$ cat config.mk
export PLATFORM = sky130hd
export DESIGN_NAME = irq_ctrl_flat
export DESIGN_NICKNAME = d
export VERILOG_FILES = /design/src/rtl/irq_pkg.sv /design/src/rtl/AXI_LITE.sv /design/src/rtl/irq_prio_enc.sv /design/src/rtl/irq_ctrl.sv /design/src/flat_wrapper.sv
export SDC_FILE = /design/constraint.sdc
export NUM_CORES = 1
export LEC_CHECK = 0
export BUFFER_PORTS_ARGS = -buffer_cell sky130_fd_sc_hd__buf_2
export CAP_MARGIN = 20
export CORE_ASPECT_RATIO = 1.25
export CORE_UTILIZATION = 36
export CTS_BUF_LIST = sky130_fd_sc_hd__clkbuf_2 sky130_fd_sc_hd__clkbuf_4 sky130_fd_sc_hd__clkbuf_8
export DETAILED_ROUTE_END_ITERATION = 8
export PLACE_DENSITY = 0.78
export SYNTH_ARGS = -nofsm -noshare
export SYNTH_HDL_FRONTEND = slang
export SYNTH_SLANG_ARGS = --single-unit
$ cat constraint.sdc
create_clock -name clk -period 4.95 [get_ports clk]
set_input_delay 0.495 -clock clk [delete_from_list [all_inputs] [get_ports clk]]
set_output_delay 0.495 -clock clk [all_outputs]
set_load 0.01 [all_outputs]
$ cat src/rtl/irq_pkg.sv
// Shared definitions for the interrupt controller: register map, FSM states and
// the byte-strobe helper used by the register write path.
package irq_pkg;

    localparam int MAX_SRC = 32;
    localparam int ID_W    = 5;

    localparam logic [31:0] REG_ENABLE  = 32'h0000_0000;
    localparam logic [31:0] REG_MODE    = 32'h0000_0004;
    localparam logic [31:0] REG_PENDING = 32'h0000_0008;
    localparam logic [31:0] REG_ACTIVE  = 32'h0000_000C;
    localparam logic [31:0] REG_SWTRIG  = 32'h0000_0010;

    typedef enum logic [1:0] {
        ST_IDLE   = 2'd0,
        ST_ACTIVE = 2'd1,
        ST_GAP    = 2'd2
    } irq_state_e;

    function automatic logic [31:0] strb_mask(input logic [3:0] strb);
        logic [31:0] m;
        m = '0;
        for (int b = 0; b < 4; b++) begin
            m[8*b +: 8] = {8{strb[b]}};
        end
        return m;
    endfunction

endpackage

$ cat src/rtl/AXI_LITE.sv
// AXI4-Lite bundle with 32-bit address and data, used for register access.
interface AXI_LITE;

    logic [31:0] awaddr;
    logic        awvalid;
    logic        awready;
    logic [31:0] wdata;
    logic [3:0]  wstrb;
    logic        wvalid;
    logic        wready;
    logic [1:0]  bresp;
    logic        bvalid;
    logic        bready;
    logic [31:0] araddr;
    logic        arvalid;
    logic        arready;
    logic [31:0] rdata;
    logic [1:0]  rresp;
    logic        rvalid;
    logic        rready;

    modport slave (
        input  awaddr, awvalid, wdata, wstrb, wvalid, bready, araddr, arvalid, rready,
        output awready, wready, bresp, bvalid, arready, rdata, rresp, rvalid
    );

    modport master (
        output awaddr, awvalid, wdata, wstrb, wvalid, bready, araddr, arvalid, rready,
        input  awready, wready, bresp, bvalid, arready, rdata, rresp, rvalid
    );

endinterface

$ cat src/rtl/irq_prio_enc.sv
// Combinational priority encoder: the lowest set index wins.
module irq_prio_enc
    import irq_pkg::*;
#(
    parameter int N_SRC = 8
) (
    input  logic [N_SRC-1:0] req,
    output logic             valid,
    output logic [ID_W-1:0]  id
);

    // Walk from the top down so the last hit is the lowest index.
    always_comb begin
        valid = 1'b0;
        id    = '0;
        for (int i = N_SRC - 1; i >= 0; i--) begin
            if (req[i]) begin
                valid = 1'b1;
                id    = ID_W'(i);
            end
        end
    end

endmodule

$ cat src/rtl/irq_ctrl.sv
// Interrupt controller: synchronised sources, edge/level pending logic, a one-at-a-time
// IDLE/ACTIVE/GAP delivery FSM and an AXI4-Lite register block.
module irq_ctrl
    import irq_pkg::*;
#(
    parameter int N_SRC       = 8,
    parameter int SYNC_STAGES = 2
) (
    input  logic               clk,
    input  logic               resetn,
    AXI_LITE.slave             axi,
    input  logic [N_SRC-1:0]   src,
    output logic [MAX_SRC-1:0] irq,
    input  logic               eoi
);

    logic [SYNC_STAGES-1:0][N_SRC-1:0] sync_q, sync_d;
    logic [N_SRC-1:0] s;
    logic [N_SRC-1:0] s_prev_q, s_prev_d;
    logic [N_SRC-1:0] enable_q, enable_d;
    logic [N_SRC-1:0] mode_q, mode_d;
    logic [N_SRC-1:0] pending_q, pending_d;
    irq_state_e       state_q, state_d;
    logic [ID_W-1:0]  id_q, id_d;
    logic             bvalid_q, bvalid_d;
    logic             rvalid_q, rvalid_d;
    logic [31:0]      rdata_q, rdata_d;

    logic             wr_en, rd_en;
    logic             wr_enable, wr_mode, wr_pending, wr_swtrig;
    logic [N_SRC-1:0] wr_keep, wr_data;
    logic [N_SRC-1:0] set_bits, clr_bits;
    logic             eoi_clear;
    logic             req_valid;
    logic [ID_W-1:0]  req_id;
    logic [31:0]      rd_word;

    assign s = sync_q[SYNC_STAGES-1];

    assign wr_en       = axi.awvalid & axi.wvalid & ~bvalid_q;
    assign rd_en       = axi.arvalid & ~rvalid_q;
    assign axi.awready = wr_en;
    assign axi.wready  = wr_en;
    assign axi.arready = rd_en;
    assign axi.bvalid  = bvalid_q;
    assign axi.bresp   = 2'b00;
    assign axi.rvalid  = rvalid_q;
    assign axi.rdata   = rdata_q;
    assign axi.rresp   = 2'b00;

    assign wr_enable  = wr_en && (axi.awaddr == REG_ENABLE);
    assign wr_mode    = wr_en && (axi.awaddr == REG_MODE);
    assign wr_pending = wr_en && (axi.awaddr == REG_PENDING);
    assign wr_swtrig  = wr_en && (axi.awaddr == REG_SWTRIG);
    assign wr_keep    = N_SRC'(strb_mask(axi.wstrb));
    assign wr_data    = N_SRC'(axi.wdata & strb_mask(axi.wstrb));

    irq_prio_enc #(.N_SRC(N_SRC)) u_prio_enc (
        .req   (pending_q & enable_q),
        .valid (req_valid),
        .id    (req_id)
    );

    always_comb begin
        state_d   = state_q;
        id_d      = id_q;
        eoi_clear = 1'b0;
        case (state_q)
            ST_IDLE: begin
                if (req_valid) begin
                    state_d = ST_ACTIVE;
                    id_d    = req_id;
                end
            end
            ST_ACTIVE: begin
                if (eoi) begin
                    state_d   = ST_GAP;
                    eoi_clear = 1'b1;
                end
            end
            ST_GAP:  state_d = ST_IDLE;
            default: state_d = ST_IDLE;
        endcase
    end

    // Edge-mode bits keep state and let a set win over a same-cycle clear; level bits track s.
    always_comb begin
        sync_d    = {sync_q[SYNC_STAGES-2:0], src};
        s_prev_d  = s;
        set_bits  = (s & ~s_prev_q) | (wr_swtrig ? wr_data : '0);
        clr_bits  = (wr_pending ? wr_data : '0) | (eoi_clear ? (N_SRC'(1) << id_q) : '0);
        pending_d = (mode_q & ((pending_q & ~clr_bits) | set_bits)) | (~mode_q & s);
        enable_d  = wr_enable ? ((enable_q & ~wr_keep) | wr_data) : enable_q;
        mode_d    = wr_mode ? ((mode_q & ~wr_keep) | wr_data) : mode_q;
    end

    always_comb begin
        case (axi.araddr)
            REG_ENABLE:  rd_word = 32'(enable_q);
            REG_MODE:    rd_word = 32'(mode_q);
            REG_PENDING: rd_word = 32'(pending_q);
            REG_ACTIVE:  rd_word = {state_q == ST_ACTIVE, 26'b0, id_q};
            default:     rd_word = 32'h0;
        endcase
        rdata_d  = rd_en ? rd_word : rdata_q;
        rvalid_d = rd_en ? 1'b1 : (axi.rready ? 1'b0 : rvalid_q);
        bvalid_d = wr_en ? 1'b1 : (axi.bready ? 1'b0 : bvalid_q);
    end

    assign irq = (state_q == ST_ACTIVE) ? (MAX_SRC'(1) << id_q) : '0;

    always_ff @(posedge clk or negedge resetn) begin
        if (!resetn) begin
            sync_q    <= '0;
            s_prev_q  <= '0;
            enable_q  <= '0;
            mode_q    <= '0;
            pending_q <= '0;
            state_q   <= ST_IDLE;
            id_q      <= '0;
            bvalid_q  <= 1'b0;
            rvalid_q  <= 1'b0;
            rdata_q   <= '0;
        end else begin
            sync_q    <= sync_d;
            s_prev_q  <= s_prev_d;
            enable_q  <= enable_d;
            mode_q    <= mode_d;
            pending_q <= pending_d;
            state_q   <= state_d;
            id_q      <= id_d;
            bvalid_q  <= bvalid_d;
            rvalid_q  <= rvalid_d;
            rdata_q   <= rdata_d;
        end
    end

endmodule
$ cat src/flat_wrapper.sv
// flat-port wrapper written by rule: the top's interface ports become plain ports
module irq_ctrl_flat import irq_pkg::*;
#(
    parameter int N_SRC       = 8,
    parameter int SYNC_STAGES = 2
)
  (clk, resetn, src, irq, eoi, axi_awaddr, axi_awvalid, axi_wdata, axi_wstrb, axi_wvalid, axi_bready, axi_araddr, axi_arvalid, axi_rready, axi_awready, axi_wready, axi_bresp, axi_bvalid, axi_arready, axi_rdata, axi_rresp, axi_rvalid);
  AXI_LITE axi_i ();
  input  logic clk;
  input  logic resetn;
  input  logic [N_SRC-1:0] src;
  output logic [MAX_SRC-1:0] irq;
  input  logic eoi;
  input wire logic [$bits(axi_i.awaddr)-1:0] axi_awaddr;
  input wire logic [$bits(axi_i.awvalid)-1:0] axi_awvalid;
  input wire logic [$bits(axi_i.wdata)-1:0] axi_wdata;
  input wire logic [$bits(axi_i.wstrb)-1:0] axi_wstrb;
  input wire logic [$bits(axi_i.wvalid)-1:0] axi_wvalid;
  input wire logic [$bits(axi_i.bready)-1:0] axi_bready;
  input wire logic [$bits(axi_i.araddr)-1:0] axi_araddr;
  input wire logic [$bits(axi_i.arvalid)-1:0] axi_arvalid;
  input wire logic [$bits(axi_i.rready)-1:0] axi_rready;
  output wire logic [$bits(axi_i.awready)-1:0] axi_awready;
  output wire logic [$bits(axi_i.wready)-1:0] axi_wready;
  output wire logic [$bits(axi_i.bresp)-1:0] axi_bresp;
  output wire logic [$bits(axi_i.bvalid)-1:0] axi_bvalid;
  output wire logic [$bits(axi_i.arready)-1:0] axi_arready;
  output wire logic [$bits(axi_i.rdata)-1:0] axi_rdata;
  output wire logic [$bits(axi_i.rresp)-1:0] axi_rresp;
  output wire logic [$bits(axi_i.rvalid)-1:0] axi_rvalid;
  assign axi_i.awaddr = axi_awaddr;
  assign axi_i.awvalid = axi_awvalid;
  assign axi_i.wdata = axi_wdata;
  assign axi_i.wstrb = axi_wstrb;
  assign axi_i.wvalid = axi_wvalid;
  assign axi_i.bready = axi_bready;
  assign axi_i.araddr = axi_araddr;
  assign axi_i.arvalid = axi_arvalid;
  assign axi_i.rready = axi_rready;
  assign axi_awready = axi_i.awready;
  assign axi_wready = axi_i.wready;
  assign axi_bresp = axi_i.bresp;
  assign axi_bvalid = axi_i.bvalid;
  assign axi_arready = axi_i.arready;
  assign axi_rdata = axi_i.rdata;
  assign axi_rresp = axi_i.rresp;
  assign axi_rvalid = axi_i.rvalid;
  irq_ctrl #(.N_SRC(N_SRC), .SYNC_STAGES(SYNC_STAGES)) u_core (.clk(clk), .resetn(resetn), .axi(axi_i), .src(src), .irq(irq), .eoi(eoi));
endmodule
==> Word level (Yosys, flattened, before mapping) <==
Cells that the tools add are included.
{ "op_classes": {"eq_ne": 9, "shifts": 2, "muxes": 30, "n_bitwise": 23, "n_reduce_logical": 11} }
{ "ops": {"columns": ["cell", "n"], "rows": [
  ["$pmux W32 S4", 1],
  ["$eq A32 B4 Y1 const B", 3],
  ["$and A8 B8 Y8", 8],
  ["$eq A32 B3 Y1 const B", 2],
  ["$logic_not A32 Y1", 2],
  ["$or A8 B8 Y8", 6],
  ["$mux W5", 7],
  ["$eq A32 B5 Y1 const B", 1],
  ["$mux W32", 1],
  ["$not A8 Y8", 4],
  ["$shl A1 B5 Y32 const A", 1],
  ["$mux W8", 3],
  ["$mux W1", 14],
  ["$shl A1 B5 Y8 const A", 1],
  ["$logic_and A1 B1 Y1", 4],
  ["$mux W2", 2],
  ["$pmux W2 S2", 1],
  ["$reduce_and A2 Y1", 2],
  ["$reduce_bool A2 Y1", 2],
  ["$and A1 B1 Y1", 3],
  ["$mux W3", 1],
  ["$eq A2 B1 Y1 const B", 1],
  ["$logic_not A2 Y1", 1],
  ["$ne A2 B1 Y1 const B", 1],
  ["2 further kinds", 3]
]} }
{ "word_totals": {"regBits": 89, "in_bits": 116, "output_inout_bits": 73, "wordCells": 86} }

==> Logic depth before layout (Yosys ltp) <==
Gate-level depths: netlist of run 1.
{ "depth": {"word_depth": 11, "depth_mapped": 6, "depth_no_buf": 5} }

==> Modules after synthesis <==
Synthesis of run 1 repeated with hierarchy kept, for this count alone.
{ "hier_totals": {"cells_unflattened": 340, "hier_area_um2": 3400.8} }
{ "by_module_without_submodules": {"columns": ["mod", "instances", "cells_each", "area_per_inst_um2", "seq_area_each_um2"], "rows": [
  ["irq_ctrl", 1, 324, 3301.9, 1651.6],
  ["irq_prio_enc", 1, 16, 98.8, 0.0]
]} }

==> Least setup slack after synthesis of run 1 <==
Ideal clock, no wire load.
{ "synth_timing": {"path_type": "input-to-reg", "start": "input axi_awaddr[8]", "end": "register (tool-made name)", "setup_ns": 0.125, "arrival_time_ns": 1.924, "t_required_ns": 4.825, "setup_slack_ns": 2.901, "path_stages": 5, "path_buffers": 1, "cell_sequence": "nor4_1 nand4_1 or4_1 buf_6 mux2_4"} }
{ "synth_rtl": {"columns": ["element", "line", "text"], "rows": [
  ["start: declaration", "flat_wrapper.sv:14", "input wire logic [$bits(axi_i.awaddr)-1:0] axi_awaddr;"]
]} }

==> flow_summary.toml, run 1 <==
[yosys]
synth.most_common_cell = "dfrtp_1"
syn-instance-count = 299
synthDominantCellAreaShare = 0.4885
synth-edff-count = 0
post_synth_mux_area_share = 0.1000
async_flop_share = 1.000
synthAdderAreaFrac = 0
synth_top_family_by_area = "simple AND/OR/NAND/NOR gates"
syn_area_per_cell_sq_um = 10.96
synth_top_cells_by_area = "dfrtp_1 (49%), buf_4 (12%), mux2_4 (3.7%)"
yosysSeqAreaShare = 0.4885
yosys_warnings = 0
syn-cell-area_sq_um = 3278
synth_commonest_cells = "dfrtp_1 (64), buf_4 (52), nand2_1 (23)"
synth.largest_area_cell = "dfrtp_1"
yosys_most_used_dff = "dfrtp_1"
synth.distinct_cells = 37
synth-simple-area-share = 0.1500
synth-seq-cells = 64
synth-compound-area-share = 0.1218
synth-xor-area-share = 0

[sta]
rsz0062_at_grt = "no"
maxSlewViolCount = 0
setup_tns_ps = 0
timing.final.ws_setup_ps = 2813
setup_viol = 0
period_share = 0.4316
worst_pin_slew_ps = 782.4
skew_ps = 4.027
timing.fmax_mhz = 468.0
finalCriticalPeriod_ps = 2137
final-hold-violation-count = 0
relSlewSlack = 0.4784
holdWs_ps = 250.5

[routing]
ant_nets = 0
drtIter0Drc = 137
routed-via-count = 2552
wirelength_microns = 7389
met3_length_microns = 587
drt-vias-per-instance = 4.761
top_layer_used = "met4"
drt_first_pass_iters = 4
wl_met2_microns = 3741
m1WireLength_microns = 2857
drc = 0
wire_per_inst_microns = 13.79

[job]
cap_violations = 0

[setup_path]
worstReg2RegStart = "u_core.axi.bvalid$_DFFE_PN0P_"
ff2ff_path_depth = 4
path_max_fanout = 8
endpoint_kind = "flip-flop"
worstPathRequired_ps = 5180
crit_start = "axi_awaddr[7]"
critical_path_arrival_ps = 2360
r2r_slack_ps = 2860
worstSetupPathType = "primary input to flip-flop"
cp-start-kind = "primary input"

[place]
dpl-instance-area_sq_um = 3742
placed_cells = 521
hpwlAfterDp_microns = 5778
io_buffers = 110
gp_congestion = 0.8175
preCtsSetupSlack_ps = 2413

[power]
seqPwrFrac = 0.503
power_switching_share = 0.2407
p_leak_nw = 2.061
pwr-share-comb = 0.091
p_int_mw = 0.8246
power_frac_clock = 0.406
p_per_area_nw_per_um2 = 276.2
p_total_mw = 1.086
p_switching_mw = 0.2614
peakVddDrop_mv = 0.1467

[grt]
grt_pass1_wl_microns = 11450
grt_pass1_vias = 2485
grt_max_degree = 65
grt_use_total = 0.1634
overflow = 0
antenna_found_initial = 0

[final_layout]
n_fill_cell = 822
multi_input_area_sq_um = 1410
final_cell_area_sq_um = 3933
areaGrowthSynthToFinish_pct = 19.96
seqCellArea_sq_um = 1602
num_antenna_cells = 0
drive_gt1_frac = 0.3558
nets = 528
final_util = 0.4495
instances_no_fill = 536

[floorplanning]
die_area_sq_um = 9494
pin_count = 189
die_w_microns = 87.35
die_h_microns = 108.7
coreArea_sq_um = 8748
rows = 38
start_util = 0.3747

[clocking]
cts_setup_buffers = 0
cts_max_level = 3
clk_pin_slew_ps = 70
cts_tree = "yes"
cts_root_buf = "clkbuf_8"
cts_hold_buf = 0
cts_buffers = 9
numClockSinks = 64
clk_latency_ps = 340
ctsResizeCount = 0
max-clock-path-buffers = 2

[status]
status = "completed"

[min_path]
min_path_type = "primary input to flip-flop"
## worst max-delay path, cell delays in order
cell,delay (ps)
buf_2,100
nor4_1,280
nand4_1,210
or4_1,870
mux2_4,410
## cell families (layout without fill, tap and decap cells)
kind of cell,count (synthesis),count (layout)
other,1,51
multiplexers,24,24
flip-flops,64,64
AO/OA/AOI/OAI,54,54
AND/OR/NAND/NOR,91,91
buffers and inverters,65,132
## metal layers
metal,global-route usage,vias up
met4,0.07963,0
li1,-,1197
met1,0.1737,1200
met5,0,-
met3,0.04845,15
met2,0.2924,140
## placed cells by master, fill, tap and decap left out, drive strengths merged, types with 5 or more instances in the layout
master    n
and2      9
nand3    11
a21oi    10
nor4     14
nand2    24
a22o      9
dfrtp    64
a21boi    8
conb     51
buf     111
clkbuf   11
o21ai     8
mux2     16
a221o     8
mux2i     5
inv       6
nor2     15
## cell type report
cell class              count  area share
clock inverters             4     0.01145
inverters                   6    0.005727
well taps                 120     0.03818
multi-input cells         220      0.3586
flip-flops and latches     64      0.4073
clock buffers              11     0.03691
repair buffers            111      0.1419
## power groups by stage
stage | clock network [mW] | registers [mW] | logic, mW
floorplan | 0 | 0.555 | 0.0724
global placement | 0 | 0.555 | 0.0980
detailed placement | 0 | 0.556 | 0.101
CTS | 0.451 | 0.546 | 0.101
global route | 0.475 | 0.547 | 0.112
finish | 0.441 | 0.546 | 0.0992
## worst min path at each step
stage,from,to,slack (ps),depth (start not counted)
5_1_grt,src[4],u_core.sync_d[12]$_DFF_PN0_,230,1
4_1_cts,src[2],u_core.sync_d[10]$_DFF_PN0_,240,1
2_1_floorplan,resetn,asynchronous set/reset pin,200,0
3_5_place_dp,u_core.sync_d[11]$_DFF_PN0_,u_core.s[3]$_DFF_PN0_,330,0
6_report,src[5],u_core.sync_d[13]$_DFF_PN0_,250,1
3_3_place_gp,u_core.sync_d[8]$_DFF_PN0_,u_core.s[0]$_DFF_PN0_,330,0
Power figures use the tool's default switching activity.
==> inputs of run 2 (changes only) <==
==> constraint.sdc (replaced) <==
create_clock -name clk -period 2 [get_ports clk]
set_input_delay 0.2 -clock clk [delete_from_list [all_inputs] [get_ports clk]]
set_output_delay 0.2 -clock clk [all_outputs]
set_load 0.01 [all_outputs]
==> flow_summary.toml, run 2 (synthesis results as in run 1) <==
[status]
status = "completed"

[setup_path]
worstPathRequired_ps = 2220
path_max_fanout = 8
cp-start-kind = "flip-flop"
critical_path_arrival_ps = 2080
worstReg2RegStart = "u_core.axi.bvalid$_DFFE_PN0P_"
r2r_slack_ps = 140
worstSetupPathType = "flip-flop to flip-flop"
ff2ff_path_depth = 5
endpoint_kind = "flip-flop"

[grt]
antenna_found_initial = 0
grt_pass1_vias = 2529
overflow = 0
grt_max_degree = 39
grt_use_total = 0.1600
grt_pass1_wl_microns = 11300

[clocking]
cts_root_buf = "clkbuf_8"
cts_setup_buffers = 0
clk_latency_ps = 340
ctsResizeCount = 0
clk_pin_slew_ps = 70
cts_hold_buf = 9
numClockSinks = 64
cts_buffers = 9
max-clock-path-buffers = 2
cts_max_level = 3
cts_tree = "yes"

[floorplanning]
start_util = 0.3747
pin_count = 189
die_w_microns = 87.35
die_h_microns = 108.7
die_area_sq_um = 9494
rows = 38
coreArea_sq_um = 8748

[power]
peakVddDrop_mv = 0.3581
p_per_area_nw_per_um2 = 672.8
p_total_mw = 2.741
p_leak_nw = 2.116

[routing]
drc = 0
ant_nets = 0
drt_first_pass_iters = 4
wirelength_microns = 7348
wire_per_inst_microns = 13.38
drt-vias-per-instance = 4.734
routed-via-count = 2599
drtIter0Drc = 110

[place]
placed_cells = 524
dpl-instance-area_sq_um = 3777
io_buffers = 110
gp_congestion = 0.8442
hpwlAfterDp_microns = 5744

[sta]
setup_viol = 0
relSlewSlack = 0.5789
final-hold-violation-count = 0
worst_pin_slew_ps = 630.4
maxSlewViolCount = 0
setup_tns_ps = 0
timing.fmax_mhz = 538.5
skew_ps = 9.618
finalCriticalPeriod_ps = 1857
rsz0062_at_grt = "no"
period_share = 0.9284

[min_path]
min_path_cells = 2
min_path_type = "primary input to flip-flop"
hold_start = "axi_rready"
hold_end = "u_core.axi.rvalid$_DFFE_PN0P_"

[final_layout]
num_antenna_cells = 0
n_fill_cell = 841
nets = 540
drive_gt1_frac = 0.3543
instances_no_fill = 549
final_util = 0.4657
final_common_cell = "buf_2"
areaGrowthSynthToFinish_pct = 24.27
layout_common_cells = "buf_2 (110), dfrtp_1 (64), conb_1 (51)"
final_cell_area_sq_um = 4074

[job]
cap_violations = 0
[run 2: cell types whose count changed in the layout (fill, tap and decap cells not counted), sizes merged]
| cell | previous run | this run |
|---|---|---|
| buf | 111 | 114 |
| clkinvlp | 0 | 2 |
| clkinv | 3 | 2 |
| dlygate4sd3 | 0 | 9 |
[run 2: cell type report]
type,count,area (sq um),share of cell area
Timing Repair Buffer,123,683.2,0.1677
Clock buffer,11,151.4,0.03716
Inverter,6,22.52,0.005528
Tap cell,120,150.1,0.03686
Clock inverter,5,55.05,0.01351
Sequential cell,64,1602,0.3931
Multi-Input combinational cell,220,1410,0.3461
[run 2: metrics by stage]
stage | hold WS, ps | setup slack, ps
after CTS | 21.84 | 122.2
after global routing | 45.52 | 23.84
after floorplan | -95.59 | 131.2
after global placement | 245.6 | 18.14
final | 34.32 | 143.1
after detailed placement | 256.7 | 5.847
[run 2: worst max-delay path, stage by stage, from the launching register on]
cell     delay (ps)
dfrtp_1         380
and3b_1         290
nand3_1          90
or4_1           470
buf_4           210
mux2_4          310
[run 2: worst max path at each step]
stage / from / end / slack (ps)
after floorplan: u_core.axi.bvalid$_DFFE_PN0P_ / flip-flop / 130
after global placement: axi_awaddr[21] / flip-flop / 20
after detailed placement: axi_awaddr[21] / flip-flop / 6
after CTS: u_core.axi.bvalid$_DFFE_PN0P_ / flip-flop / 120
after global routing: u_core.axi.bvalid$_DFFE_PN0P_ / flip-flop / 20
final: u_core.axi.bvalid$_DFFE_PN0P_ / flip-flop / 140
[run 2: layer usage]
layer  global-route usage  share of wire  vias to the layer above
met4              0.07143          0.023                        0
met3              0.04542          0.079                       15
met5                    0              0                        -
li1                     -              -                     1221
met2               0.2840           0.51                      147
met1               0.1762           0.39                     1216
[run 2: report_power, final]
part / leakage, nW / internal, mW / switching [mW]
combinational: 1.20 / 0.116 / 0.150
sequential: 0.817 / 1.33 / 0.0194
clock: 0.101 / 0.638 / 0.486
total: 2.12 / 2.09 / 0.655
